`src/rtl/arc4_pkg.sv`:
```
// Shared constants and checker state encoding for the S-memory init/check pair.
package arc4_pkg;

  localparam int S_DEPTH = 256;
  localparam int ADDR_W  = 8;
  localparam int DATA_W  = 8;

  localparam logic [ADDR_W-1:0] ADDR_LAST = 8'd255;
  localparam logic [ADDR_W:0]   ERR_MAX   = 9'd256;

  typedef enum logic [1:0] {
    ST_IDLE = 2'd0,
    ST_RUN  = 2'd1,
    ST_LAST = 2'd2
  } chk_state_e;

endpackage

```
`src/rtl/init_check.sv`:
```
// Read-side checker: sweeps S[0..255] through a 1-cycle synchronous read port
// and verifies S[i]==i, reporting error count, first bad address and pass.
//
// state   | meaning
// --------+-----------------------------------------------------------
// IDLE    | rdy=1, results held, addr held; en starts a sweep
// RUN     | addr 0..255 issued one per cycle, compare one cycle behind
// LAST    | compare final datum; done pulses on the way back to IDLE
module init_check
  import arc4_pkg::*;
(
  input  logic              clk,
  input  logic              rst_n,
  input  logic              en,
  output logic              rdy,
  output logic [ADDR_W-1:0] addr,
  input  logic [DATA_W-1:0] rddata,
  output logic              done,
  output logic              pass,
  output logic [ADDR_W:0]   err_count,
  output logic [ADDR_W-1:0] err_addr
);

  chk_state_e        state_q, state_d;
  logic [ADDR_W-1:0] addr_q, addr_d;
  logic [DATA_W-1:0] exp_q, exp_d;
  logic              cmp_vld_q, cmp_vld_d;
  logic              done_q, done_d;
  logic              pass_q, pass_d;
  logic [ADDR_W:0]   err_count_q, err_count_d;
  logic [ADDR_W-1:0] err_addr_q, err_addr_d;
  logic              mismatch;

  always_comb begin
    state_d     = state_q;
    addr_d      = addr_q;
    // Expected value trails the issued address by one cycle, matching read latency.
    exp_d       = addr_q;
    cmp_vld_d   = (state_q == ST_RUN);
    done_d      = 1'b0;
    pass_d      = pass_q;
    err_count_d = err_count_q;
    err_addr_d  = err_addr_q;

    mismatch = cmp_vld_q && (rddata != exp_q);
    if (mismatch) begin
      if (err_count_q != ERR_MAX) err_count_d = err_count_q + 9'd1;
      if (err_count_q == '0)      err_addr_d  = exp_q;
    end

    case (state_q)
      ST_IDLE: begin
        if (en) begin
          state_d     = ST_RUN;
          addr_d      = '0;
          err_count_d = '0;
          err_addr_d  = '0;
          pass_d      = 1'b0;
        end
      end
      ST_RUN: begin
        if (addr_q == ADDR_LAST) state_d = ST_LAST;
        else                     addr_d  = addr_q + 8'd1;
      end
      ST_LAST: begin
        state_d = ST_IDLE;
        done_d  = 1'b1;
        pass_d  = (err_count_d == '0);
      end
      default: state_d = ST_IDLE;
    endcase
  end

  always_ff @(posedge clk or negedge rst_n) begin
    if (!rst_n) begin
      state_q     <= ST_IDLE;
      addr_q      <= '0;
      exp_q       <= '0;
      cmp_vld_q   <= 1'b0;
      done_q      <= 1'b0;
      pass_q      <= 1'b0;
      err_count_q <= '0;
      err_addr_q  <= '0;
    end else begin
      state_q     <= state_d;
      addr_q      <= addr_d;
      exp_q       <= exp_d;
      cmp_vld_q   <= cmp_vld_d;
      done_q      <= done_d;
      pass_q      <= pass_d;
      err_count_q <= err_count_d;
      err_addr_q  <= err_addr_d;
    end
  end

  assign rdy       = (state_q == ST_IDLE);
  assign addr      = addr_q;
  assign done      = done_q;
  assign pass      = pass_q;
  assign err_count = err_count_q;
  assign err_addr  = err_addr_q;

endmodule

```
`config.mk`:
```
export PLATFORM = sky130hd
export DESIGN_NAME = init_check
export DESIGN_NICKNAME = d
export VERILOG_FILES = /design/src/rtl/arc4_pkg.sv /design/src/rtl/init_check.sv
export SDC_FILE = /design/constraint.sdc
export NUM_CORES = 1
export LEC_CHECK = 0
export ABC_CLOCK_PERIOD_IN_PS = 2400
export CORE_MARGIN = 4
export CORE_UTILIZATION = 30
export CTS_BUF_LIST = sky130_fd_sc_hd__clkbuf_2 sky130_fd_sc_hd__clkbuf_4 sky130_fd_sc_hd__clkbuf_8
export CTS_CLUSTER_DIAMETER = 40
export DETAILED_ROUTE_END_ITERATION = 8
export PLACE_DENSITY = 0.58
export SLEW_MARGIN = 10
export SYNTH_ARGS = -nofsm -noshare
export SYNTH_HDL_FRONTEND = slang
export SYNTH_SLANG_ARGS = --single-unit
```
`constraint.sdc`:
```
create_clock -name clk -period 2.4 [get_ports clk]
set_input_delay 0.48 -clock clk [delete_from_list [all_inputs] [get_ports clk]]
set_output_delay 0.48 -clock clk [all_outputs]
set_load 0.05 [all_outputs]
```
Word-level counts from Yosys, hierarchy flattened
Index checks and enable logic that the tools add are counted.

Output and inout port bits: 28. Logic and storage cells: 44. Register bits after elaboration: 38. Bits of input ports: 11.

Equality and inequality tests: 8. Muxes and demuxes: 17. $add $sub $neg: 2. Reduce and logical (&&, ||, !) cells: 9.

Operator list (count): 8-bit two-way mux (6); 9-bit two-way mux (4); 9-bit zero test (2); 8-bit case mux with 2 select lines (1); 9-bit by 1-bit adder with 9-bit output, second input constant (1); 9-bit != test, second input constant (1); 8-bit by 1-bit adder with 8-bit output, second input constant (1); 8-bit equality test, second input constant (1); 8-bit != test (1); 2-bit two-way mux (2); 2-bit != test, second input constant (2); 2-bit case mux with 2 select lines (1); 2-bit AND reduction (2); 2-bit nonzero test (2); 3-bit AND reduction (1); 2-bit by 1-bit equality test with 1-bit output, second input constant (1); 2-bit equality test, second input constant (1); 2-bit zero test (1); 1-bit two-way mux (2); 2-bit by 1-bit != test with 1-bit output, second input constant (1); 1-bit case mux with 2 select lines (1); 1-bit logical AND (1).

Logic depth before layout (Yosys ltp)
Word-level depth: 5. Mapped depth: 8. Gate-level depth less buffers: 8.

Worst setup path after synthesis
No wires, ideal clock.

Path kind: register to register. Start point: register err_count_q[0], in the netlist err_count[0]. End point: register pass_q, in the netlist pass. Cell stages (with the launch flop): 9. Slack: 0.237 ns. Setup time: 0.095 ns. Buffers on the path: 0. Data required time: 2.305 ns. Period minus slack after synthesis: 2.163 ns. Arrival: 2.068 ns. Cell sequence: dfrtp_1 > inv_1 > ha_1 > nor2b_1 > nand4b_1 > a2111oi_0 > o211a_1 > o22ai_1 > o31ai_1.

Cells in the longest elaborated chain, start to end: 5. Elaborated cells on any way between the ends: 6. Classes of those cells: add/sub: 1; eq/ne: 1; mux: 3; reduce/logical: 1.

Ends and longest elaborated chain: from (decl) (line init_check.sv:30) `logic [ADDR_W:0] err_count_q, err_count_d;`; from (signal assigned) (line init_check.sv:91) `err_count_q <= err_count_d;`; 9-bit by 1-bit adder with 9-bit output or 9-bit != test (tied branches) (line init_check.sv:47) `if (err_count_q != ERR_MAX) err_count_d = err_count_q + 9'd1;`; 9-bit two-way mux (line init_check.sv:47); 9-bit two-way mux * (line init_check.sv:46) `if (mismatch) begin`; 9-bit zero test * (line init_check.sv:68) `pass_d = (err_count_d == '0);`; 1-bit case mux with 2 select lines * (line init_check.sv:51) `case (state_q)`; to (signal assigned) (line init_check.sv:90) `pass_q <= pass_d;`; to (decl) (line init_check.sv:29) `logic pass_q, pass_d;`.

Every way passes the cells marked *; elsewhere a longest branch is shown, timed or not. A chain may end at the register's enable or synchronous reset.

Worst setup path after layout
Same ends and word-level chain as after synthesis.

==> out/qor.yml <==
outcome:
  status: "complete, no violations"
floorplanning:
  die_w_um: 85.55
  start_util_pct: 31.79
  die_y_um: 85.55
  num_io_pins: 39
  fp-row-count: 27
  die-area_mm2: 0.007319
  core_area_mm2: 0.005675
sta:
  min_period_ns: 2.221
  setup_violations: 0
  finalCritPeriodShare_pct: 92.55
  tns_ns: 0
  slew_headroom_pct: 44.30
  worst_pin_slew_ns: 0.8354
  slew_viol_final: 0
  finClkSkew_ns: 0.004698
  hold_ws_ns: 0.2913
  rsz0062_at_grt: "no"
  hold_viol: 0
  fmax_ghz: 0.4502
setup_path:
  r2r_setup_slack_ns: 0.18
  crit_slowest_cell: "dfrtp_1"
  cp-start-kind: "flip-flop"
  rr_endpoint: "pass"
  cp_max_fo: 6
  critPathArrivalTime_ns: 2.41
  required_ns: 2.59
  criticalPathCategory: "flip-flop to flip-flop"
  end_kind: "flip-flop"
  crit_path_max_incr_delay_ns: 0.45
  r2r-start: "err_count[0]"
  path_cells: "inv_1, ha_1, nor2b_1, nand4b_1, a2111oi_0, o211a_1, o22ai_1, o31ai_1"
  ff2ff_path_depth: 8
route:
  avgRoutedWirePerCell_um: 13.50
  first_iter_violations: 64
  viasPerCell: 4.676
  ant_nets: 0
  drcViolationCount: 0
  drt_wl_total_um: 3915
  drtPass1Iterations: 4
  vias: 1356
synth:
  yosys.area.top_type: "dfrtp_1"
  syn_area_per_cell_um2: 10.43
  synth-edff-count: 0
  synth-main-ff-cell: "dfrtp_1"
  syn_area_mm2: 0.001804
  ys_top_cells_by_count: "38 x dfrtp_1, 32 x nor2_1, 19 x xor2_1"
  ys_seq_area_share_pct: 52.70
  synth_cells: 173
  synth_cell_types: 33
  yosysTopAreaCellShare_pct: 52.70
  synthesis.nets: 187
  ys_seq_elements: 38
  synth-async-reset-ratio_pct: 100.0
  yosysMostFrequentCell: "dfrtp_1"
  netlist_top_cells_area: "dfrtp_1 53%, xor2_1 9.2%, nor2_1 6.7%"
  yosysWarnings: 0
cts:
  htreeDepth: 2
  cts_buffers: 5
  clk_pin_slew_worst_paths_ns: 0.07
  root_buffer: "clkbuf_8"
  numClockSinks: 38
  cts_tree: "done"
  cts_buffer_depth: 2
  clkLatencyLatePin_ns: 0.28
  ctsHoldBuffers: 0
  post_cts_buffers: 0
  cts_resized: 0
place:
  dp_hpwl_um: 2862
  port_buffers: 38
  place_congestion: 0.8397
power:
  intPower_mw: 1.504
  p_seq_share_pct: 35.2
  power.share.switching_pct: 41.06
  powerDensity_mw_per_mm2: 1054
  combPwrFrac_pct: 43.5
  power.total_mw: 2.552
  p_clk_share_pct: 21.3
  p_leak_nw: 1.112
  peakVddDrop_mv: 0.6211
  switchingPower_mw: 1.048
grt:
  grt_pass1_vias: 1374
  overflow: 0
  grt_max_degree: 39
  grt_first_pass_wirelength_um: 6775
  grt_usage_pct: 11.76
  antenna_found_initial: 0
min_path:
  hold_class: "input port to async pin"
run:
  cap_violations: 0
finish:
  drive_gt1_share_pct: 7.339
  nFillCells: 556
  syn_to_final_growth_pct: 34.19
  nets: 232
  antenna_cells: 0
-- routing by layer --
metal / up-vias / GRT usage (%) / routed length (µm) / share of wire (%)
li1: 684 / - / - / -
met2: 32 / 17.23 / 1716 / 44
met1: 632 / 16.05 / 1891 / 48
met3: 8 / 3.746 / 240 / 6.1
met4: 0 / 4.748 / 67 / 1.7
met5: - / 0 / 0 / 0
-- sequential cells by signal, summed over array words and instances, names as in the netlist --
signal     flops
addr           8
cmp_vld_q      1
done           1
err_addr       8
err_count      9
exp_q          8
pass           1
state_q        2
-- kinds of logic after synthesis --
logic type,Yosys count,synth area share (%)
muxes,9,4.993
DFF,38,52.70
and+or+nand+nor,75,20.80
AOI/OAI and AO/OA,12,4.717
buffers and inverters,10,2.081
xor gates and xnor gates,26,12.62
adders and majority gates,3,2.081
-- final cells by class --
| class | count | area, µm² | share of cell area [%] |
|---|---|---|---|
| flip-flops and latches | 38 | 950.9 | 39.28 |
| multi-input cells | 125 | 815.8 | 33.70 |
| repair buffers | 45 | 440.4 | 18.19 |
| well taps | 72 | 90.09 | 3.721 |
| clock buffers | 6 | 82.58 | 3.411 |
| clock inverters | 1 | 30.03 | 1.240 |
| inverters | 3 | 11.26 | 0.4651 |
-- power by group through the flow --
stage               clock network (mW)  logic [mW]  registers (mW)
finish                           0.545        1.11           0.898
global route                     0.588        1.19           0.926
floorplan                            0       0.343            1.31
CTS                              0.565        1.12           0.901
detailed placement                   0        1.12           0.912
global placement                     0        1.12           0.914
-- through the flow --
step	std cells	area (µm²)	worst slack [ns]	util, %
finish	290	2421	0.1788	42.66
detailed placement	283	2308	-0.04416	40.67
global route	290	2421	0.02940	42.66
CTS	290	2421	0.1767	42.66
global placement	283	2308	0.03616	40.67
floorplan	173	1804	0.2367	-
-- how the worst max path moves through the flow --
stage | from | to | slack, ns | cells past startpoint
finish | err_count[0] | pass | 0.18 | 8
global placement | rddata[3] | pass | 0.04 | 8
detailed placement | rddata[3] | pass | -0.04 | 8
floorplan | err_count[0] | pass | 0.24 | 8
CTS | err_count[0] | pass | 0.18 | 8
global route | err_count[0] | pass | 0.03 | 8
-- critical path: cells and delay by family, from the launching register on --
kind | cells | cell delay [ns]
AO/OA/AOI/OAI | 4 | 0.98
AND/OR/NAND/NOR | 2 | 0.39
adder cells (fa/ha/maj) | 1 | 0.16
buffers and inverters | 1 | 0.14
flip-flops | 1 | 0.45
-- cells in the final DEF, fill, tap and decap left out, types with 2 or more instances in the layout --
cell type	n
nand3_1	9
clkbuf_8	6
nor4_1	2
clkdlybuf4s50_1	37
and3_1	4
o21ai_0	2
xor2_1	19
and2_1	2
dfrtp_1	38
buf_4	6
nor2b_1	2
inv_1	3
a21oi_1	2
mux2i_1	9
ha_1	3
nand4_1	5
nand2_1	10
and4_1	2
nor2_1	32
xnor2_1	7
Note: power is estimated with default switching activity, not from simulation.
